<file path="src/rtl/alu_seq_pkg.sv">
// Shared types and ALU command encodings for the multi-byte ALU sequencer.
package alu_seq_pkg;

  typedef enum logic [2:0] {
    OP_ADD  = 3'b000,
    OP_SUB  = 3'b001,
    OP_SHL  = 3'b010,
    OP_SHR  = 3'b011,
    OP_NAND = 3'b100
  } op_t;

  localparam logic [2:0] ALU_ADD  = 3'b000;
  localparam logic [2:0] ALU_LSH  = 3'b001;
  localparam logic [2:0] ALU_RSH  = 3'b010;
  localparam logic [2:0] ALU_NAND = 3'b011;

  typedef enum logic [1:0] {
    IDLE,
    EXEC,
    DONE
  } state_t;

  function automatic logic op_legal(input logic [2:0] o);
    return (o <= 3'b100);
  endfunction

endpackage

</file>
<file path="src/rtl/alu_seq.sv">
// Multi-byte sequencer driving an 8-bit combinational ALU one byte per cycle,
// chaining the ALU carry/shift-out back into its carry/shift-in.
module alu_seq
  import alu_seq_pkg::*;
#(
  parameter int unsigned NBYTES = 2
) (
  input  logic                  clk,
  input  logic                  rst_n,
  input  logic                  start,
  input  logic [2:0]            op,
  input  logic [8*NBYTES-1:0]   a,
  input  logic [8*NBYTES-1:0]   b,
  input  logic                  fill,
  output logic                  busy,
  output logic                  done,
  output logic                  err,
  output logic [8*NBYTES-1:0]   result,
  output logic                  carry_out,
  output logic                  zero,
  output logic                  parity,
  output logic [2:0]            alu_cmd,
  output logic [7:0]            alu_a,
  output logic [7:0]            alu_b,
  output logic                  alu_sci,
  input  logic [7:0]            alu_rslt,
  input  logic                  alu_sco
);

  localparam int unsigned W  = 8 * NBYTES;
  localparam int unsigned IW = (NBYTES > 1) ? $clog2(NBYTES) : 1;
  localparam logic [IW-1:0] IDX_LAST = IW'(NBYTES - 1);

  state_t         state, state_nxt;
  logic [IW-1:0]  idx;
  op_t            op_q;
  logic [W-1:0]   a_q, b_q;
  logic           fill_q;
  logic           carry_q;
  logic           first_byte, last_byte;
  logic [7:0]     a_byte, b_byte;
  logic [W-1:0]   result_nxt;

  assign busy = (state != IDLE);
  assign done = (state == DONE);

  // SHR walks the bytes downward, every other op walks upward
  always_comb begin
    first_byte = 1'b0;
    last_byte  = 1'b0;
    if (op_q == OP_SHR) begin
      first_byte = (idx == IDX_LAST);
      last_byte  = (idx == '0);
    end else begin
      first_byte = (idx == '0);
      last_byte  = (idx == IDX_LAST);
    end
  end

  always_comb begin
    a_byte     = '0;
    b_byte     = '0;
    result_nxt = result;
    for (int unsigned i = 0; i < NBYTES; i++) begin
      if (IW'(i) == idx) begin
        a_byte                = a_q[8*i +: 8];
        b_byte                = b_q[8*i +: 8];
        result_nxt[8*i +: 8]  = alu_rslt;
      end
    end
  end

  always_ff @(posedge clk or negedge rst_n) begin
    if (!rst_n) state <= IDLE;
    else        state <= state_nxt;
  end

  always_comb begin
    state_nxt = state;
    case (state)
      IDLE:    if (start) state_nxt = op_legal(op) ? EXEC : DONE;
      EXEC:    if (last_byte) state_nxt = DONE;
      DONE:    state_nxt = IDLE;
      default: state_nxt = IDLE;
    endcase
  end

  always_comb begin
    alu_cmd = ALU_ADD;
    alu_a   = '0;
    alu_b   = '0;
    alu_sci = 1'b0;
    if (state == EXEC) begin
      case (op_q)
        OP_ADD: begin
          alu_cmd = ALU_ADD;
          alu_a   = a_byte;
          alu_b   = b_byte;
          alu_sci = first_byte ? 1'b0 : carry_q;
        end
        OP_SUB: begin
          alu_cmd = ALU_ADD;
          alu_a   = a_byte;
          alu_b   = ~b_byte;
          alu_sci = first_byte ? 1'b1 : carry_q;
        end
        OP_SHL: begin
          alu_cmd = ALU_LSH;
          alu_a   = a_byte;
          alu_sci = first_byte ? fill_q : carry_q;
        end
        OP_SHR: begin
          alu_cmd = ALU_RSH;
          alu_a   = a_byte;
          alu_sci = first_byte ? fill_q : carry_q;
        end
        OP_NAND: begin
          alu_cmd = ALU_NAND;
          alu_a   = a_byte;
          alu_b   = b_byte;
        end
        default: ;
      endcase
    end
  end

  // zero/parity are taken from the completed result on the final byte edge
  // so they are already valid alongside done
  always_ff @(posedge clk or negedge rst_n) begin
    if (!rst_n) begin
      idx       <= '0;
      op_q      <= OP_ADD;
      a_q       <= '0;
      b_q       <= '0;
      fill_q    <= 1'b0;
      carry_q   <= 1'b0;
      result    <= '0;
      carry_out <= 1'b0;
      zero      <= 1'b0;
      parity    <= 1'b0;
      err       <= 1'b0;
    end else begin
      case (state)
        IDLE: begin
          if (start) begin
            result    <= '0;
            carry_out <= 1'b0;
            parity    <= 1'b0;
            carry_q   <= 1'b0;
            if (op_legal(op)) begin
              op_q   <= op_t'(op);
              a_q    <= a;
              b_q    <= b;
              fill_q <= fill;
              idx    <= (op == OP_SHR) ? IDX_LAST : '0;
              err    <= 1'b0;
              zero   <= 1'b0;
            end else begin
              err  <= 1'b1;
              zero <= 1'b1;
            end
          end
        end
        EXEC: begin
          result  <= result_nxt;
          carry_q <= alu_sco;
          idx     <= (op_q == OP_SHR) ? idx - IW'(1) : idx + IW'(1);
          if (last_byte) begin
            idx       <= '0;
            carry_out <= (op_q == OP_NAND) ? 1'b0 : alu_sco;
            zero      <= (result_nxt == '0);
            parity    <= ^result_nxt;
          end
        end
        default: ;
      endcase
    end
  end

endmodule

</file>
<file path="config.mk">
export PLATFORM = sky130hd
export DESIGN_NAME = alu_seq
export DESIGN_NICKNAME = d
export VERILOG_FILES = /design/src/rtl/alu_seq_pkg.sv /design/src/rtl/alu_seq.sv
export SDC_FILE = /design/constraint.sdc
export NUM_CORES = 1
export LEC_CHECK = 0
export ABC_AREA = 1
export CORE_MARGIN = 2
export CORE_UTILIZATION = 30
export CTS_CLUSTER_SIZE = 30
export DETAILED_ROUTE_END_ITERATION = 16
export HOLD_SLACK_MARGIN = 0.03
export PLACE_DENSITY = 0.54
export SYNTH_ARGS = -nofsm -noshare
export SYNTH_HDL_FRONTEND = slang
export SYNTH_SLANG_ARGS = --single-unit
</file>
<file path="constraint.sdc">
create_clock -name clk -period 2.3 [get_ports clk]
set_input_delay 0.46 -clock clk [delete_from_list [all_inputs] [get_ports clk]]
set_output_delay 0.46 -clock clk [all_outputs]
set_load 0.005 [all_outputs]
</file>
# ---- After elaboration in Yosys (flattened, before gate mapping)
# Cells that the tools add are included.
dict set report word_totals {
  out_inout_bits 42
  register_bits 60
  word_cells 82
}
dict set report classes {
  n_lt_le_gt_ge 1
  bitwise 2
  reduce_logical 15
  addsub 2
  n_eq_ne 10
  mux 40
}
# operator count
set op_table {}
lappend op_table {{8-bit two-way mux} 7}
lappend op_table {{16-bit one-hot mux with 2 select lines} 1}
lappend op_table {{1-bit two-way mux} 18}
lappend op_table {{16-bit logical NOT} 1}
lappend op_table {{16-bit two-way mux} 1}
lappend op_table {{8-bit one-hot mux with 2 select lines} 1}
lappend op_table {{16-bit XOR reduction} 1}
lappend op_table {{1-bit one-hot mux with 2 select lines} 5}
lappend op_table {{3-bit by 2-bit equality test with 1-bit output (second input constant)} 3}
lappend op_table {{3-bit AND reduction} 3}
lappend op_table {{2-bit two-way mux} 4}
lappend op_table {{8-bit NOT} 1}
lappend op_table {{2-bit != test (second input constant)} 3}
lappend op_table {{2-bit one-hot mux with 3 select lines} 1}
lappend op_table {{2-bit AND reduction} 3}
lappend op_table {{5-bit OR reduction} 1}
lappend op_table {{2-bit one-hot mux with 2 select lines} 1}
lappend op_table {{2-bit nonzero test} 2}
lappend op_table {{2-bit OR reduction} 2}
lappend op_table {{3-bit by 1-bit equality test with 1-bit output (second input constant)} 1}
lappend op_table {{3-bit equality test (second input constant)} 1}
lappend op_table {{3-bit <= comparator (second input constant)} 1}
lappend op_table {{3-bit logical NOT} 1}
lappend op_table {{1-bit one-hot mux with 3 select lines} 1}
lappend op_table {{other kinds (6)} 6}

# ---- Logic depth before layout (Yosys ltp)
# Gate-level depths: netlist (run 1).
dict set report logic_depth {
  depth_word 5
  ltp_mapped 14
  ltp_nobuf 13
}

# ---- Worst setup path before layout (run 1)
# OpenSTA, ideal clock, no wires.
dict set report synth_path {
  kind {reg2out}
  startpoint {register idx}
  endpoint {output alu_sci}
  path_stages_with_launch 9
  t_required_ns 1.840
  arrival_time_ns 1.399
  path_buffers 2
  path_slack_ns 0.441
  path_cell_list {dfrtp_1 -> buf_2 -> inv_1 -> buf_2 -> ha_1 -> o21ai_0 -> nand3_1 -> o2111ai_1 -> inv_1}
}
dict set report synth_between {
  elab_chain_cells 5
  word_cells_on_any_way 7
}
# item line_no
set synth_lines {}
lappend synth_lines {{from (decl)} alu_seq.sv:35} ;# logic [IW-1:0] idx;
lappend synth_lines {{from (signal assigned)} alu_seq.sv:155} ;# idx <= (op == OP_SHR) ? IDX_LAST : '0;
lappend synth_lines {{from (signal assigned)} alu_seq.sv:167} ;# idx <= (op_q == OP_SHR) ? idx - IW'(1) : idx + IW'(1);
lappend synth_lines {{1-bit NOT} --}
lappend synth_lines {{1-bit two-way mux (*)} alu_seq.sv:51} ;# if (op_q == OP_SHR) begin
lappend synth_lines {{1-bit two-way mux, on equally long branches} --}
lappend synth_lines {{1-bit one-hot mux with 3 select lines (*)} alu_seq.sv:94} ;# case (op_q)
lappend synth_lines {{1-bit two-way mux (*)} alu_seq.sv:93} ;# if (state == EXEC) begin
lappend synth_lines {{to (decl)} alu_seq.sv:25} ;# output logic alu_sci,
# Every way passes the cells marked *; elsewhere a longest branch is shown, timed or not.

# ---- Worst setup path after layout (run 1)
dict set report layout_path {
  startpoint {register op_q[1]}
  endpoint {output alu_sci}
}
dict set report layout_between {
  elab_chain_cells 5
  word_cells_on_any_way 11
}
# item line_no
set layout_lines {}
lappend layout_lines {{from (decl)} alu_seq.sv:36} ;# op_t op_q;
lappend layout_lines {{from (signal assigned)} alu_seq.sv:151} ;# op_q <= op_t'(op);
lappend layout_lines {{3-bit by 2-bit equality test with 1-bit output} {alu_seq.sv:51, alu_seq.sv:94}}
lappend layout_lines {{1-bit two-way mux} alu_seq.sv:51}
lappend layout_lines {{1-bit two-way mux, on equally long branches} --}
lappend layout_lines {{1-bit one-hot mux with 3 select lines (*)} alu_seq.sv:94}
lappend layout_lines {{1-bit two-way mux (*)} alu_seq.sv:93}
# Marks and branches as above.

==> flow_summary.toml, run 1 <==
[cts]
cts_tree = "done"
clkLatencyLatePin_ns = 0.35
cts.sinks = 60
cts.htree.levels = 3
clk_pin_slew_ns = 0.07
clk_path_buf_depth = 2
cts_root_buf = "clkbuf_8"
cts_buffers = 9
cts_hold_buf = 0

[setup_path]
reg2reg_from = "idx$_DFFE_PN0P_"
r2r_cells = 11
cpPeakStageDelay_ns = 0.37
required_ns = 1.84
cp-end-kind = "primary output"
worstPathCellList = "inv_2, nor2_2, nand2_2, ha_4, o21ai_2, nand3_2, o2111ai_2, inv_1, clkbuf_2"
crit_slowest_cell = "dfrtp_1"
reg2reg_to = "parity$_DFFE_PN0P_"
startpoint_type = "flip-flop"
critPathMaxFanout = 4
r2r_setup_slack_ns = 0.40
worstSetupPathType = "flip-flop to primary output"
arrival_ns = 1.80

[sta]
fmax_ghz = 0.4423
tightest_slew_ns = 0.5845
hold_viol = 0
holdWs_ns = 0.1091
slew_viol_final = 0
fin_crit_ns = 2.261
rsz0062_at_grt = "true"
relSlewSlack = 0.6103
finalCritPeriodShare = 0.9831
clock_skew_ns = 0.006738
setup_violations = 0

[synthesis]
yosys_warnings = 0
yosys.cell_count.top_type = "nand2_1"
yosysTopAreaCell = "dfrtp_1"
syn-num-nets = 489
synth.avg_cell_area_um2 = 7.333
synth.distinct_cells = 24
ys_ff_latch = 60
async_flop_share = 1.000
yosysTopAreaCellShare = 0.4739
synth.area.top_cells = "dfrtp_1 (47%), nand2_1 (23%), o21ai_0 (5.2%)"
synth_area_um2 = 3168
synth_cells = 432
synth_edf_count = 0
synth_seq_area_share = 0.4739
synthTopCellsByCount = "nand2_1 (198), dfrtp_1 (60), inv_1 (37)"
ys.flop_type = "dfrtp_1"

[global_routing]
antenna_found_initial = 0
track_usage = 0.1668
grt_pass1_vias = 3103
grt_overflow = 0
grt_max_degree = 29
grt_pass1_wl_um = 14990

[routing]
routed_via_density = 4.639
drt-total-wl_um = 9312
first_iter_violations = 106
antenna_left = 0
routed-via-count = 3164
avgRoutedWirePerCell_um = 13.65
remaining_drc_errors = 0
dr.pass1.iters = 4

[power]
ir_worst_vdd_v = 0.0004721
powerDensity_nw_per_um2 = 1377
power_mw = 6.520
power_leakage_nw = 2.612

[floorplan]
initial_core_util = 0.3083
die_area_um2 = 11400
die_h_um = 106.8
rows = 37
io_pins = 90
die_x_um = 106.8
core_area_um2 = 10280

[placement]
dp_hpwl_um = 6387
place_area_um2 = 4215
place.gp.congestion = 0.8829
dp.cells = 650
io_buffer_count = 88

[hold_path]
hp-class = "input port to async pin"

[finish]
antenna_cells = 0
layout.nets = 599
layout-drive-gt1-share = 0.1374
stdcell_count = 682
finalCoreUtilization = 0.4608
syn2layout_area_growth_pct = 49.49
fin_area_um2 = 4736

[status]
status = "complete, no violations"

[flow_run]
max_cap_viol_count = 0
registers in the layout (all words and copies together), names as in the netlist:
name / cells
b_q: 16
op_q: 3
fill_q: 1
zero: 1
a_q: 16
carry_out: 1
err: 1
state: 2
parity: 1
result: 16
idx: 1
carry_q: 1
worst max-delay path by stage:
stage	cells past startpoint	to	slack (ns)	from
2_1_floorplan	8	alu_sci	0.44	idx$_DFFE_PN0P_
3_3_place_gp	8	alu_sci	0.08	op_q[2]$_DFFE_PN0P_
3_5_place_dp	8	alu_sci	0.03	op_q[2]$_DFFE_PN0P_
4_1_cts	5	alu_b[7]	-0.15	op_q[0]$_DFFE_PN0P_
5_1_grt	9	alu_sci	-0.08	op_q[1]$_DFFE_PN0P_
6_report	9	alu_sci	0.04	op_q[1]$_DFFE_PN0P_
final cells by class:
| type | instances | area [um2] |
|---|---|---|
| inverter | 39 | 153.9 |
| timing repair buffer | 119 | 1206 |
| sequential | 60 | 1503 |
| multi-input combinational | 313 | 1479 |
| tap | 136 | 170.2 |
| clock buffer | 11 | 151.4 |
| clock inverter | 4 | 72.57 |
| fill | 1059 | 5542 |
metrics by stage:
| step | TNS, ns | setup WS, ns |
|---|---|---|
| after detailed placement | 0 | 0.02656 |
| after global placement | 0 | 0.08192 |
| after global routing | -0.1132 | -0.07820 |
| final | 0 | 0.03896 |
| after CTS | -1.091 | -0.1483 |
| after floorplan | 0 | 0.4411 |
routing by layer:
metal | track usage | up-vias | part of all wire
met5 | 0 | - | 0
met4 | 0.04453 | 0 | 0.0055
met3 | 0.04681 | 6 | 0.065
met2 | 0.2734 | 108 | 0.48
met1 | 0.2167 | 1471 | 0.45
li1 | - | 1579 | -
logic make-up after synthesis:
family / after synthesis / synth area share
xor+xnor: 1 / 0.002765
flops: 60 / 0.4739
other cells: 1 / 0.001184
fa+ha+maj: 9 / 0.03555
simple gates: 229 / 0.2796
compound gates: 73 / 0.1240
buf+inv: 59 / 0.08294
placed cells by master, fill, tap and decap left out, types with 2 or more instances in the layout:
| cell | Yosys | layout |
|---|---|---|
| nand2_1 | 198 | 197 |
| o21ai_2 | 1 | 2 |
| ha_1 | 9 | 8 |
| nand2_2 | 2 | 3 |
| o22ai_1 | 16 | 16 |
| nand3_2 | 0 | 2 |
| o21ai_0 | 33 | 32 |
| nand4_1 | 2 | 2 |
| buf_4 | 1 | 24 |
| buf_12 | 0 | 2 |
| a21oi_2 | 0 | 5 |
| a21oi_1 | 20 | 15 |
| inv_2 | 2 | 5 |
| buf_6 | 3 | 3 |
| dfrtp_1 | 60 | 59 |
| dlymetal6s2s_1 | 0 | 17 |
| inv_1 | 37 | 32 |
| bufinv_16 | 0 | 2 |
| nor2_2 | 1 | 2 |
| nor2_1 | 20 | 18 |
| clkbuf_8 | 0 | 11 |
| nand3_1 | 5 | 3 |
| clkdlybuf4s50_1 | 0 | 68 |
power by group:
part	total, mW	internal (mW)	switching (mW)	leakage, nW
Clock	1.09	0.661	0.428	0.111
Combinational	3.64	1.68	1.97	1.74
Sequential	1.79	1.52	0.272	0.757
Total	6.52	3.85	2.67	2.61
repair_timing:
action / in CTS / in global routing
pin swaps: 2 / 7
gates cloned: 0 / 1
setup endpoints to repair: 19 / 19
endpoints found under the hold margin: 0 / 0
setup buffers: 3 / 13
gates resized for setup: 15 / 40
worst max-delay path, delay by kind of cell (launching register included):
kind            cells  cell delay (ns)
flops               1             0.37
simple gates        3             0.34
fa+ha+maj           1             0.27
compound gates      2             0.24
buf+inv             3             0.23
No activity file was read; power rests on OpenSTA's default activity.
==> inputs of run 2 (changes only) <==
--- a/config.mk
+++ b/config.mk
@@ -11,7 +11,7 @@
 export CTS_CLUSTER_SIZE = 30
 export DETAILED_ROUTE_END_ITERATION = 16
 export HOLD_SLACK_MARGIN = 0.03
-export PLACE_DENSITY = 0.54
+export PLACE_DENSITY = 0.56
 export SYNTH_ARGS = -nofsm -noshare
 export SYNTH_HDL_FRONTEND = slang
 export SYNTH_SLANG_ARGS = --single-unit
==> constraint.sdc (replaced) <==
create_clock -name clk -period 1.9 [get_ports clk]
set_input_delay 0.38 -clock clk [delete_from_list [all_inputs] [get_ports clk]]
set_output_delay 0.38 -clock clk [all_outputs]
set_load 0.005 [all_outputs]
==> run 2 against run 1 <==
- the run now ends with negative setup slack left
- clock-buffer cell count grew 1
- sequential share of layout area shrank 2.4 points
- non-clock buffer count grew 28
- critical path depth shrank 1
- wire length grew 6.0%
- total power grew 37%
- register-to-register slack lost 0.45 ns
- critical path type unchanged
- largest cell class is now multi-input gates
==> flow_summary.toml, run 2 (synthesis gave the netlist of run 1 again) <==
[status]
status = "finished, violations left"
violations = "negative setup slack"

[global_routing]
grt_overflow = 0
grt_max_degree = 33
grt_pass1_vias = 3388
antenna_found_initial = 0
track_usage = 0.1797
grt_pass1_wl_um = 16150

[setup_path]
crit_slowest_cell = "dfrtp_1"
cpPeakStageDelay_ns = 0.41
arrival_ns = 1.76
worstSetupPathType = "flip-flop to primary output"
worstPathCellList = "nor2_4, nand2_4, ha_4, o21ai_2, nand3_2, o2111ai_4, inv_1, buf_2"
reg2reg_from = "idx$_DFFE_PN0P_"
critPathMaxFanout = 4
startpoint_type = "flip-flop"
crit_path_start = "op_q[2]$_DFFE_PN0P_"
required_ns = 1.52
cp-end-kind = "primary output"

[cts]
clkLatencyLatePin_ns = 0.34
cts_hold_buf = 0
clk_pin_slew_ns = 0.07
clk_path_buf_depth = 2
cts.htree.levels = 3
cts.sinks = 60
cts_root_buf = "clkbuf_8"
cts_buffers = 9
cts_tree = "done"

[sta]
fin_crit_ns = 2.141
rsz0062_at_grt = "true"
clock_skew_ns = 0.008029
fmax_ghz = 0.4670
setup_violations = 20
layout_setup_ws_ns = -0.2415
slew_viol_final = 0
hold_viol = 0
setup_tns_ns = -1.022
finalCritPeriodShare = 1.127

[routing]
dr.pass1.iters = 4
routed_via_density = 4.637
remaining_drc_errors = 0
routed-via-count = 3297
drt-total-wl_um = 9871
avgRoutedWirePerCell_um = 13.88
antenna_left = 0
first_iter_violations = 114

[floorplan]
initial_core_util = 0.3083
die_area_um2 = 11400
io_pins = 90
die_h_um = 106.8
die_x_um = 106.8
rows = 37
core_area_um2 = 10280

[power]
power.switching_mw = 3.771
power_mw = 8.962
power_leakage_nw = 2.572
pwr-share-clk = 0.134
pwr-share-seq = 0.244
ir_worst_vdd_v = 0.0006120
power.share.combinational = 0.622
swShare = 0.4207
p_int_mw = 5.192
powerDensity_nw_per_um2 = 1749

[placement]
place.gp.congestion = 0.7812
dp_hpwl_um = 6476
place_area_um2 = 4431
io_buffer_count = 88

[finish]
fillers = 1010
fin_area_um2 = 5124
mostFrequentLayoutCell = "nand2_1"
layout.nets = 627
reg.largest.list = "a_q (16), b_q (16), result (16)"
antenna_cells = 0
layout-drive-gt1-share = 0.2713
syn2layout_area_growth_pct = 61.73
mostFrequentLayoutCells = "nand2_1 (179), clkdlybuf4s50_1 (66), dfrtp_1 (60)"

[hold_path]
hp-class = "input port to async pin"

[flow_run]
max_cap_viol_count = 0
==> run 2: final cells by class <==
type / count / area (um2) / share of cell area
timing repair buffer: 147 / 1373 / 0.2679
tap: 136 / 170.2 / 0.03321
clock inverter: 4 / 47.55 / 0.009280
sequential: 60 / 1501 / 0.2930
inverter: 39 / 146.4 / 0.02857
multi-input combinational: 313 / 1730 / 0.3377
clock buffer: 12 / 155.1 / 0.03028
==> run 2: worst paths after layout <==
kind	end	slack, ns	depth (start not counted)
max	alu_sci	-0.24	8
max in group asynchronous	a_q[2]$_DFFE_PN0P_	1.52	2
min reg2reg	b_q[7]$_DFFE_PN0P_	0.48	2
max reg2reg	parity$_DFFE_PN0P_	-0.05	15
min	result[0]$_DFFE_PN0P_	0.05	2
min in group clk	b_q[7]$_DFFE_PN0P_	0.48	2
==> run 2: timing repair <==
item | 4_1_cts | 5_1_grt
resized for setup | 163 | 25
setup endpoints to repair | 21 | 22
gates cloned | 2 | 0
pin swaps | 31 | 24
setup buffers | 15 | 2
==> run 2: power by group through the flow <==
stage	clock (mW)	sequential [mW]	combinational (mW)
after detailed placement	0	2.16	4.35
after CTS	1.22	2.17	5.29
after global routing	1.28	2.26	6.20
after floorplan	0	2.10	2.49
final	1.20	2.18	5.57
after global placement	0	2.14	4.26
==> run 2: routing by layer <==
layer,share of wire,up-vias,global-route usage
met2,0.48,91,0.2953
met3,0.055,14,0.03708
met5,0,-,0
met1,0.45,1543,0.2367
li1,-,1649,-
met4,0.012,0,0.05937
==> run 2: per-stage QoR <==
stage / cells / worst slack [ns] / hold WS [ns] / utilization
2_1_floorplan: 432 / 0.1167 / 0.08441 / -
3_3_place_gp: 677 / -0.2435 / 0.4246 / 0.4311
3_5_place_dp: 677 / -0.2957 / 0.4289 / 0.4311
4_1_cts: 710 / -0.1503 / 0.06048 / 0.4890
5_1_grt: 711 / -0.3315 / 0.07383 / 0.4985
6_report: 711 / -0.2415 / 0.05160 / 0.4985
==> run 2: worst max-delay path, delay by kind of cell (launching register included) <==
family,cells,cell delay [ns]
adder cells (fa/ha/maj),1,0.24
AO/OA/AOI/OAI,2,0.24
buffers and inverters,2,0.17
flip-flops,1,0.41
AND/OR/NAND/NOR,3,0.35
